[src/rtl/add_sub_arbiter_pkg.sv]
// Shared types and constants for the add_sub scheduler: FSM states, op codes,
// requester ids and the result sign normalisation helper.
package add_sub_arbiter_pkg;

  typedef enum logic [1:0] {
    IDLE = 2'd0,
    EXEC = 2'd1,
    RESP = 2'd2
  } state_t;

  localparam logic OP_ADD = 1'b0;
  localparam logic OP_SUB = 1'b1;

  localparam logic REQ0 = 1'b0;
  localparam logic REQ1 = 1'b1;

  // A zero magnitude is always reported as positive.
  function automatic logic norm_sign(input logic mag_zero, input logic sign);
    return mag_zero ? 1'b0 : sign;
  endfunction

endpackage

[src/rtl/add_sub_arbiter_rr_arbiter2.sv]
// Two-way grant selection: a lone requester always wins; on contention either
// alternate against the last grant (FAIR=1) or always favour requester 0.
module rr_arbiter2
  import add_sub_arbiter_pkg::*;
#(
  parameter bit FAIR = 1'b1
) (
  input  logic i_req0,
  input  logic i_req1,
  input  logic i_last_grant,
  output logic o_gnt_valid,
  output logic o_gnt_id
);

  // Combinational winner selection
  always_comb begin
    o_gnt_valid = i_req0 | i_req1;
    o_gnt_id    = REQ0;
    if (i_req0 && i_req1) begin
      o_gnt_id = FAIR ? ~i_last_grant : REQ0;
    end else if (i_req1) begin
      o_gnt_id = REQ1;
    end else begin
      o_gnt_id = REQ0;
    end
  end

endmodule

[src/rtl/add_sub_arbiter.sv]
// Schedules requester 0 (keypad) and requester 1 (memory recall) onto the shared
// external add_sub datapath and returns each result with a one-cycle ack.
module add_sub_arbiter
  import add_sub_arbiter_pkg::*;
#(
  parameter int W    = 3,
  parameter bit FAIR = 1'b1
) (
  input  logic         clk,
  input  logic         rst,
  input  logic         req0,
  input  logic [W-1:0] a0,
  input  logic [W-1:0] b0,
  input  logic         op0,
  input  logic         req1,
  input  logic [W-1:0] a1,
  input  logic [W-1:0] b1,
  input  logic         op1,
  output logic         ack0,
  output logic         ack1,
  output logic [W-1:0] res_mag,
  output logic         res_sign,
  output logic         busy,
  output logic [W-1:0] dp_a,
  output logic [W-1:0] dp_b,
  output logic         dp_addsub,
  input  logic [W-1:0] dp_sf,
  input  logic         dp_sign
);

  state_t       r_state;
  logic         r_winner;
  logic         r_last_grant;
  logic         r_ack0;
  logic         r_ack1;
  logic         r_busy;
  logic [W-1:0] r_res_mag;
  logic         r_res_sign;
  logic [W-1:0] r_dp_a;
  logic [W-1:0] r_dp_b;
  logic         r_dp_addsub;

  logic         w_gnt_valid;
  logic         w_gnt_id;
  logic [W-1:0] w_sel_a;
  logic [W-1:0] w_sel_b;
  logic         w_sel_op;
  logic         w_sf_zero;

  rr_arbiter2 #(
    .FAIR (FAIR)
  ) u_arb (
    .i_req0       (req0),
    .i_req1       (req1),
    .i_last_grant (r_last_grant),
    .o_gnt_valid  (w_gnt_valid),
    .o_gnt_id     (w_gnt_id)
  );

  // Operand mux towards the datapath registers
  always_comb begin
    w_sel_a  = a0;
    w_sel_b  = b0;
    w_sel_op = op0;
    if (w_gnt_id == REQ1) begin
      w_sel_a  = a1;
      w_sel_b  = b1;
      w_sel_op = op1;
    end else begin
      w_sel_a  = a0;
      w_sel_b  = b0;
      w_sel_op = op0;
    end
  end

  assign w_sf_zero = (dp_sf == {W{1'b0}});

  // Scheduler FSM with operand, result and fairness registers
  always_ff @(posedge clk) begin
    if (rst) begin
      r_state      <= IDLE;
      r_winner     <= REQ0;
      r_last_grant <= REQ1;
      r_ack0       <= 1'b0;
      r_ack1       <= 1'b0;
      r_busy       <= 1'b0;
      r_res_mag    <= {W{1'b0}};
      r_res_sign   <= 1'b0;
      r_dp_a       <= {W{1'b0}};
      r_dp_b       <= {W{1'b0}};
      r_dp_addsub  <= 1'b0;
    end else begin
      case (r_state)
        IDLE: begin
          r_ack0 <= 1'b0;
          r_ack1 <= 1'b0;
          if (w_gnt_valid) begin
            r_dp_a      <= w_sel_a;
            r_dp_b      <= w_sel_b;
            r_dp_addsub <= w_sel_op;
            r_winner    <= w_gnt_id;
            r_busy      <= 1'b1;
            r_state     <= EXEC;
          end else begin
            r_dp_a      <= {W{1'b0}};
            r_dp_b      <= {W{1'b0}};
            r_dp_addsub <= 1'b0;
            r_busy      <= 1'b0;
            r_state     <= IDLE;
          end
        end
        EXEC: begin
          r_res_mag  <= dp_sf;
          r_res_sign <= norm_sign(w_sf_zero, dp_sign);
          r_ack0     <= (r_winner == REQ0);
          r_ack1     <= (r_winner == REQ1);
          r_busy     <= 1'b1;
          r_state    <= RESP;
        end
        RESP: begin
          r_ack0       <= 1'b0;
          r_ack1       <= 1'b0;
          r_busy       <= 1'b0;
          r_last_grant <= r_winner;
          r_dp_a       <= {W{1'b0}};
          r_dp_b       <= {W{1'b0}};
          r_dp_addsub  <= 1'b0;
          r_state      <= IDLE;
        end
        default: begin
          r_ack0      <= 1'b0;
          r_ack1      <= 1'b0;
          r_busy      <= 1'b0;
          r_dp_a      <= {W{1'b0}};
          r_dp_b      <= {W{1'b0}};
          r_dp_addsub <= 1'b0;
          r_state     <= IDLE;
        end
      endcase
    end
  end

  assign ack0      = r_ack0;
  assign ack1      = r_ack1;
  assign res_mag   = r_res_mag;
  assign res_sign  = r_res_sign;
  assign busy      = r_busy;
  assign dp_a      = r_dp_a;
  assign dp_b      = r_dp_b;
  assign dp_addsub = r_dp_addsub;

endmodule

[config.mk]
export PLATFORM = sky130hd
export DESIGN_NAME = add_sub_arbiter
export DESIGN_NICKNAME = d
export VERILOG_FILES = /design/src/rtl/add_sub_arbiter_pkg.sv /design/src/rtl/add_sub_arbiter_rr_arbiter2.sv /design/src/rtl/add_sub_arbiter.sv
export SDC_FILE = /design/constraint.sdc
export NUM_CORES = 1
export LEC_CHECK = 0
export CAP_MARGIN = 20
export CELL_PAD_IN_SITES_DETAIL_PLACEMENT = 1
export CELL_PAD_IN_SITES_GLOBAL_PLACEMENT = 1
export CORE_MARGIN = 2
export CORE_UTILIZATION = 27
export CTS_CLUSTER_DIAMETER = 40
export CTS_CLUSTER_SIZE = 25
export DETAILED_ROUTE_END_ITERATION = 8
export PLACE_DENSITY_LB_ADDON = 0.2
export RECOVER_POWER = 50
export SLEW_MARGIN = 30
export SYNTH_ARGS = -nofsm -noshare
export SYNTH_HDL_FRONTEND = slang
export SYNTH_SLANG_ARGS = --single-unit
[constraint.sdc]
create_clock -name clk -period 1.6 [get_ports clk]
set_input_delay 0.4 -clock clk [delete_from_list [all_inputs] [get_ports clk]]
set_output_delay 0.4 -clock clk [all_outputs]
set_load 0.02 [all_outputs]
==> results of run 1 <==
## logic make-up after synthesis
logic type	count (synthesis)	share of synthesized area (%)
AOI/OAI and AO/OA	13	15.0
buffers and inverters	5	5.12
DFF	18	52.7
muxes	10	14.6
and+or+nand+nor	16	12.6
## area by class of cell
cell class	count	area share, %
repair buffers	41	34.4
flip-flops and latches	18	32.4
multi-input cells	39	26.0
well taps	30	3.37
clock buffers	4	3.26
inverters	2	0.674
## metal layers
layer	global-route usage, %	vias up	wire (µm)
li1	-	308	-
met1	15.1	293	688
met2	19.7	17	810
met3	3.83	2	109
met4	7.50	0	12
met5	0	-	0
## state kept, by name, summed over array words and instances, names as in the netlist
signal        cells
ack0              1
ack1              1
busy              1
dp_a              3
dp_addsub         1
dp_b              3
r_last_grant      1
r_state           2
r_winner          1
res_mag           3
res_sign          1
## where the power goes
part	leakage, nW	switching [W]	internal (W)
logic	0.358	0.0000927	0.000112
clock network	0.0210	0.000137	0.000138
registers	0.148	0.0000185	0.000480
total	0.527	0.000248	0.000731
## worst min-delay path by stage
stage	startpoint	end	slack, ns
2_1_floorplan	r_winner	ack0	0.44
3_3_place_gp	res_sign	res_sign	0.44
3_5_place_dp	res_sign	res_sign	0.45
4_1_cts	res_sign	res_sign	0.46
5_1_grt	res_sign	res_sign	0.48
6_report	res_sign	res_sign	0.46
## critical path: cells and delay by family
family | cells | cell delay (ns)
buf+inv | 2 | 0.93
compound gates | 2 | 0.21
simple gates | 1 | 0.06
## through the flow
| step | instance area, µm² | cells |
|---|---|---|
| final | 1110 | 134 |
| after global routing | 1110 | 134 |
| after CTS | 1120 | 134 |
| after detailed placement | 1100 | 130 |
| after global placement | 1100 | 130 |
| after floorplan | 684 | 62 |
## placed cells by master (no fill, tap or decap)
cell type,Yosys,layout
clkdlybuf4s50_1,0,20
dfxtp_1,18,18
dlygate4sd2_1,0,14
mux2i_1,10,10
o2bb2ai_1,7,7
nor3_1,5,5
nor2_1,3,3
clkbuf_4,0,3
buf_4,0,3
inv_1,2,2
a21oi_1,2,2
nor2b_1,2,2
clkbuf_1,0,2
nand2b_1,1,1
nor2_2,1,1
o21ai_1,1,1
a21bo_1,1,1
o31ai_1,1,1
or3_1,1,1
a211o_1,1,1
and2_1,1,1
nand2_1,1,1
or3b_1,1,1
clkbuf_8,0,1
dlygate4sd3_1,0,1
buf_12,0,1
## repair_timing
item                                    CTS  global route
endpoints found under the setup margin   14             0
hold buffers                              0             0
resized for setup                        14             0
==> flow_summary.yaml, run 1 <==
run_status:
  status: "finished, final reports clean"
global_route:
  antenna_found_initial: 0
  grt_pass1_vias: 601
  grt_max_degree: 11
  grtUsageTotal_pct: 12.6
  gr-total-overflow: 0
  grt_pass1_wl_um: 2580
synth:
  synthTopCellsByCount: "dfxtp_1, mux2i_1, o2bb2ai_1"
  ys_seq_area_share_pct: 52.7
  synthCells: 62
  avgSynthCellArea_um2: 11.0
  synthArstFlopShare_pct: 0
  ys_seq_elements: 18
  syn_area_um2: 684
  yosys-top-cells-area: "dfxtp_1, mux2i_1, o2bb2ai_1"
  synth.most_common_cell: "dfxtp_1"
  synth_top_area_share_pct: 52.7
  syn_nets: 84
  synth_top_area_cell: "dfxtp_1"
  synthFlopType: "dfxtp_1"
  yosysWarnings: 0
  synth-edff-count: 0
  synth.distinct_cells: 20
sta:
  min_period_ns: 1.42
  rsz0062_at_grt: "no"
  fin_crit_sh_pct: 88.9
  hold-worst-slack_ns: 0.457
  setup_slack_ns: 0.177
  final-max-slew-violation-count: 0
  relSlewSlack_pct: 72.3
  tns_ns: 0
  finClkSkew_ns: 0.00493
  fmax_ghz: 0.703
  hold_viol_final: 0
  finalSetupViolCount: 0
  worst_pin_slew_ns: 0.415
final_layout:
  seq_area_um2: 360
  fillers: 288
  multi_input_area_um2: 289
  drive_above_1_share_pct: 8.65
  n_antenna_cell: 0
  final_util_pct: 45.8
  nNetsFinal: 127
  syn_to_final_growth_pct: 62.7
setup_path:
  slowest_delay_ns: 0.61
  cp_data_arrival_time_ns: 1.60
  crit_chain: "dlygate4sd3_1 -> nor3_1 -> o21ai_1 -> clkbuf_1 -> o2bb2ai_1"
  worstPathRequired_ns: 1.77
  reg2reg_slack_ns: 0.30
  worst_r2r_path_depth: 3
  start_kind: "input pin"
  rr_startpoint: "r_state[1]"
  rr_endpoint: "dp_b[0]"
  slowest_stage: "dlygate4sd3_1"
  worstSetupPathType: "input pin to register"
  cp-end-kind: "register"
  endpoint: "dp_b[0]"
  critPathMaxFanout: 8
  setup.worst_path.start: "rst"
clock_tree:
  path_clk_slew_ns: 0.10
  cts.path.max_buffers: 2
  cts_setup_buffers: 0
  cts_buffers: 3
  htreeDepth: 1
  clock_sinks: 18
  cts_tree: "built"
  cts-root-buf: "clkbuf_4"
  clkLatencyLatePin_ns: 0.29
hold_path:
  whs_path_depth: 2
  hp-class: "register to register"
power:
  ir_drop_mv: 0.472
  p_leak_nw: 0.527
  power-per-cell-area_nw_per_um2: 879
  p_total_w: 0.000979
floorplanning:
  fp.dieW_um: 54.3
  start_util_pct: 28.1
  die-height_um: 54.3
  boundaryPins: 36
  coreArea_um2: 2430
  die_area_um2: 2950
  fp-row-count: 18
routing:
  drcViolationCount: 0
  wl_um: 1620
  via_count: 620
  drt_first_pass_iters: 2
  drt-initial-drc-count: 1
  avgViaCountPerCell: 4.63
  drtAntennaViolNets: 0
  wire_per_inst_um: 12.1
placement:
  gp_congestion: 0.737
  place_hpwl_um: 1320
  pre_cts_slack_ns: -0.0602
  portBuffers: 35
run:
  cap_violations: 0
(Power assumes the default switching activity.)
==> inputs of run 2 (changes only) <==
Settings changed: CTS_CLUSTER_DIAMETER 40 to not set, SKIP_CTS_REPAIR_TIMING set to 1.
==> run 2 against run 1 <==
- register-to-register slack about the same
- combinational power about the same
- first-iteration DRC count unchanged
==> flow_summary.yaml, run 2 (same netlist as run 1, synthesis figures left out) <==
run_status:
  status: "finished, final reports clean"
global_route:
  grtUsageTotal_pct: 12.5
  grt_max_degree: 11
  grt_pass1_wl_um: 2550
  antenna_found_initial: 0
  grt_pass1_vias: 600
  gr-total-overflow: 0
clock_tree:
  cts_tree: "built"
  cts-root-buf: "clkbuf_4"
  cts_buffers: 3
  path_clk_slew_ns: 0.11
  clkLatencyLatePin_ns: 0.29
  clock_sinks: 18
  htreeDepth: 1
  cts.path.max_buffers: 2
setup_path:
  cp-end-kind: "register"
  cp_data_arrival_time_ns: 1.60
  worstSetupPathType: "input pin to register"
  critPathMaxFanout: 8
  worstPathRequired_ns: 1.78
  start_kind: "input pin"
hold_path:
  hp-class: "register to register"
power:
  p_leak_nw: 0.531
  ir_drop_mv: 0.474
  power-per-cell-area_nw_per_um2: 902
  p_total_w: 0.000981
routing:
  drt_first_pass_iters: 2
  drcViolationCount: 0
  drtAntennaViolNets: 0
  avgViaCountPerCell: 4.60
  wire_per_inst_um: 12.2
  drt-initial-drc-count: 1
  wl_um: 1640
  via_count: 617
sta:
  rsz0062_at_grt: "no"
  worst_pin_slew_ns: 0.413
  min_period_ns: 1.43
  final-max-slew-violation-count: 0
  fmax_ghz: 0.702
  relSlewSlack_pct: 72.5
  fin_crit_sh_pct: 89.1
  finalSetupViolCount: 0
  setup_slack_ns: 0.175
  hold_viol_final: 0
  finClkSkew_ns: 0.00692
placement:
  place_hpwl_um: 1320
  gp_congestion: 0.737
  pre_cts_slack_ns: -0.0602
  dpl.cell_count: 130
  portBuffers: 35
floorplanning:
  boundaryPins: 36
  coreArea_um2: 2430
  die_area_um2: 2950
  fp.dieW_um: 54.3
  start_util_pct: 28.1
  fp-row-count: 18
  die-height_um: 54.3
final_layout:
  n_antenna_cell: 0
  drive_above_1_share_pct: 8.65
  final_cell_mix: "clkdlybuf4s50_1, dfxtp_1, clkbuf_1"
  syn_to_final_growth_pct: 58.9
  layoutNonFillerInstCount: 134
  layout_commonest_cell: "clkdlybuf4s50_1"
  nNetsFinal: 127
run:
  cap_violations: 0
-- run 2: report_power, final --
group / switching [W] / leakage [nW] / internal, W
Combinational: 0.0000931 / 0.362 / 0.000110
Sequential: 0.0000189 / 0.148 / 0.000480
Clock: 0.000140 / 0.0210 / 0.000139
-- run 2: worst paths after layout --
kind,startpoint,to,slack [ns],depth (start not counted)
setup reg to reg,r_state[1],dp_b[0],0.30,3
setup / recovery,rst,dp_b[0],0.17,5
hold / removal,res_sign,res_sign,0.46,2
hold reg to reg,res_sign,res_sign,0.46,2
-- run 2: final cells by class --
| cell class | count | area, µm² |
|---|---|---|
| fillers | 288 | 1350 |
| clock buffers | 4 | 36.3 |
| inverters | 2 | 7.51 |
| well taps | 30 | 37.5 |
| flip-flops and latches | 18 | 360 |
| multi-input cells | 39 | 289 |
| repair buffers | 41 | 357 |
-- run 2: metal layers --
layer / part of all wire [%] / vias up / track usage [%]
met2: 50 / 17 / 19.3
met3: 7.1 / 2 / 3.83
met4: 0.73 / 0 / 7.50
met1: 42 / 290 / 15.1
li1: - / 308 / -
met5: 0 / - / 0
-- run 2: per-stage QoR --
step | hold slack [ns] | cell area (µm²) | setup TNS (ns) | util, %
6_report | 0.459 | 1090 | 0 | 44.7
5_1_grt | 0.485 | 1090 | 0 | 44.7
4_1_cts | 0.466 | 1140 | -0.769 | 46.8
3_5_place_dp | 0.451 | 1100 | -0.146 | 45.3
3_3_place_gp | 0.437 | 1100 | -0.0242 | 45.3
2_1_floorplan | 0.436 | 684 | 0 | -
-- run 2: critical path, cell delays in order --
cell           delay (ns)
dlygate4sd3_1        0.61
nor3_1               0.06
o21ai_1              0.07
clkbuf_1             0.32
o2bb2ai_1            0.14
==> inputs of run 3 (changes only) <==
Settings changed: REMOVE_ABC_BUFFERS set to 1.
==> run 3 against run 2 <==
- hold slack worse by 0.0027 ns
- cell count unchanged
- utilization down 0.21 points
- largest cell class unchanged
- maximum frequency up 0.75%
- die area unchanged
- critical endpoint is now dp_b[1]
- critical path type unchanged
- global-route usage up 0.66 points
- routed wire length up 1.4%
- critical path depth unchanged
- power down 0.25%
==> flow_summary.yaml, run 3 (same netlist as run 1, synthesis figures left out) <==
clock_tree:
  clock_sinks: 18
  clkLatencyLatePin_ns: 0.29
  htreeDepth: 1
  cts.path.max_buffers: 2
  cts_buffers: 3
  path_clk_slew_ns: 0.10
  cts_tree: "built"
  cts-root-buf: "clkbuf_4"
sta:
  final-max-slew-violation-count: 0
  rsz0062_at_grt: "no"
  hold_viol_final: 0
  worst_pin_slew_ns: 0.408
  finClkSkew_ns: 0.00507
  fmax_ghz: 0.707
  tns_ns: 0
  finalSetupViolCount: 0
  fin_crit_sh_pct: 88.4
  min_period_ns: 1.41
  relSlewSlack_pct: 72.7
placement:
  portBuffers: 35
  place_hpwl_um: 1270
  dpl_cell_area_um2: 1090
  gp_congestion: 0.726
final_layout:
  design_area_um2: 1080
  seq_area_um2: 360
  syn_to_final_growth_pct: 58.1
  nNetsFinal: 127
  multi_input_area_um2: 289
  n_antenna_cell: 0
  layout_commonest_cell: "clkdlybuf4s50_1"
  final_cell_mix: "clkdlybuf4s50_1, dfxtp_1, mux2i_1"
  fillers: 298
  drive_above_1_share_pct: 10.6
routing:
  drcViolationCount: 0
  drt-initial-drc-count: 3
  via_count: 617
  drt_first_pass_iters: 4
  avgViaCountPerCell: 4.60
  wl_um: 1660
  drtAntennaViolNets: 0
  wire_per_inst_um: 12.4
floorplanning:
  die-height_um: 54.3
  fp.dieW_um: 54.3
  start_util_pct: 28.1
  coreArea_um2: 2430
  fp-row-count: 18
  boundaryPins: 36
  die_area_um2: 2950
power:
  p_sw_w: 0.000252
  pwr-share-seq_pct: 51.1
  power-per-cell-area_nw_per_um2: 904
  p_total_w: 0.000978
  internal_power_w: 0.000726
  p_comb_share_pct: 20.5
  p_leak_nw: 0.534
  ir_drop_mv: 0.404
  swShare_pct: 25.7
  power.clock.fraction_pct: 28.4
setup_path:
  worstSetupPathType: "input pin to register"
  rr_endpoint: "dp_a[2]"
  cp_data_arrival_time_ns: 1.60
  rr_startpoint: "r_state[0]"
  worstPathRequired_ns: 1.79
  slowest_stage: "dlygate4sd3_1"
  setup.worst_path.start: "req1"
  worst_r2r_path_depth: 3
  cp-end-kind: "register"
  start_kind: "input pin"
  crit_chain: "dlygate4sd3_1 -> a21bo_1 -> buf_4 -> mux2i_1 -> o2bb2ai_1"
  reg2reg_slack_ns: 0.27
  slowest_delay_ns: 0.55
  critPathMaxFanout: 7
global_route:
  grt_max_degree: 11
  grt_pass1_wl_um: 2730
  grtUsageTotal_pct: 13.2
  gr-total-overflow: 0
  antenna_found_initial: 0
  grt_pass1_vias: 618
run:
  cap_violations: 0
hold_path:
  holdPathEnd: "res_sign"
  worstHoldStart: "res_sign"
  hp-class: "register to register"
  whs_path_depth: 2
run_status:
  status: "finished, final reports clean"
## run 3: worst max-delay path: cells and delay by family
kind                   cells  cell delay, ns
AOI/OAI and AO/OA          2            0.26
buffers and inverters      2            0.72
muxes                      1            0.21
## run 3: final cells by class
class / instances / share of cell area (%)
Tap cell: 30 / 3.47
Timing Repair Buffer: 41 / 32.5
Multi-Input combinational cell: 39 / 26.7
Sequential cell: 18 / 33.3
Inverter: 2 / 0.694
Clock buffer: 4 / 3.35
## run 3: routing by layer
| layer | GRT usage [%] | share of wire, % | up-vias |
|---|---|---|---|
| met2 | 21.5 | 51 | 20 |
| li1 | - | - | 307 |
| met3 | 4.64 | 6.4 | 2 |
| met4 | 5.00 | 0.78 | 0 |
| met5 | 0 | 0 | - |
| met1 | 15.7 | 41 | 288 |
## run 3: stage by stage
step	setup slack [ns]	cells	utilization, %	hold WS (ns)
after global placement	0.00127	130	44.8	0.436
after floorplan	0.384	59	-	0.435
after global routing	0.117	134	44.5	0.492
after detailed placement	-0.0270	130	44.8	0.445
after CTS	-0.0817	134	46.3	0.461
final	0.185	134	44.5	0.456
## run 3: power groups by stage
stage | Clock, W | Sequential [W] | Combinational (W)
6_report | 0.000278 | 0.000500 | 0.000200
5_1_grt | 0.000313 | 0.000504 | 0.000220
4_1_cts | 0.000292 | 0.000501 | 0.000225
3_5_place_dp | 0 | 0.000510 | 0.000224
3_3_place_gp | 0 | 0.000510 | 0.000220
2_1_floorplan | 0 | 0.000537 | 0.0000611
## run 3: worst max path at each step
stage	to	depth (start not counted)
after floorplan	r_winner	3
final	dp_b[1]	5
after global placement	r_winner	4
after CTS	dp_a[0]	1
after global routing	dp_b[1]	5
after detailed placement	dp_b[1]	5
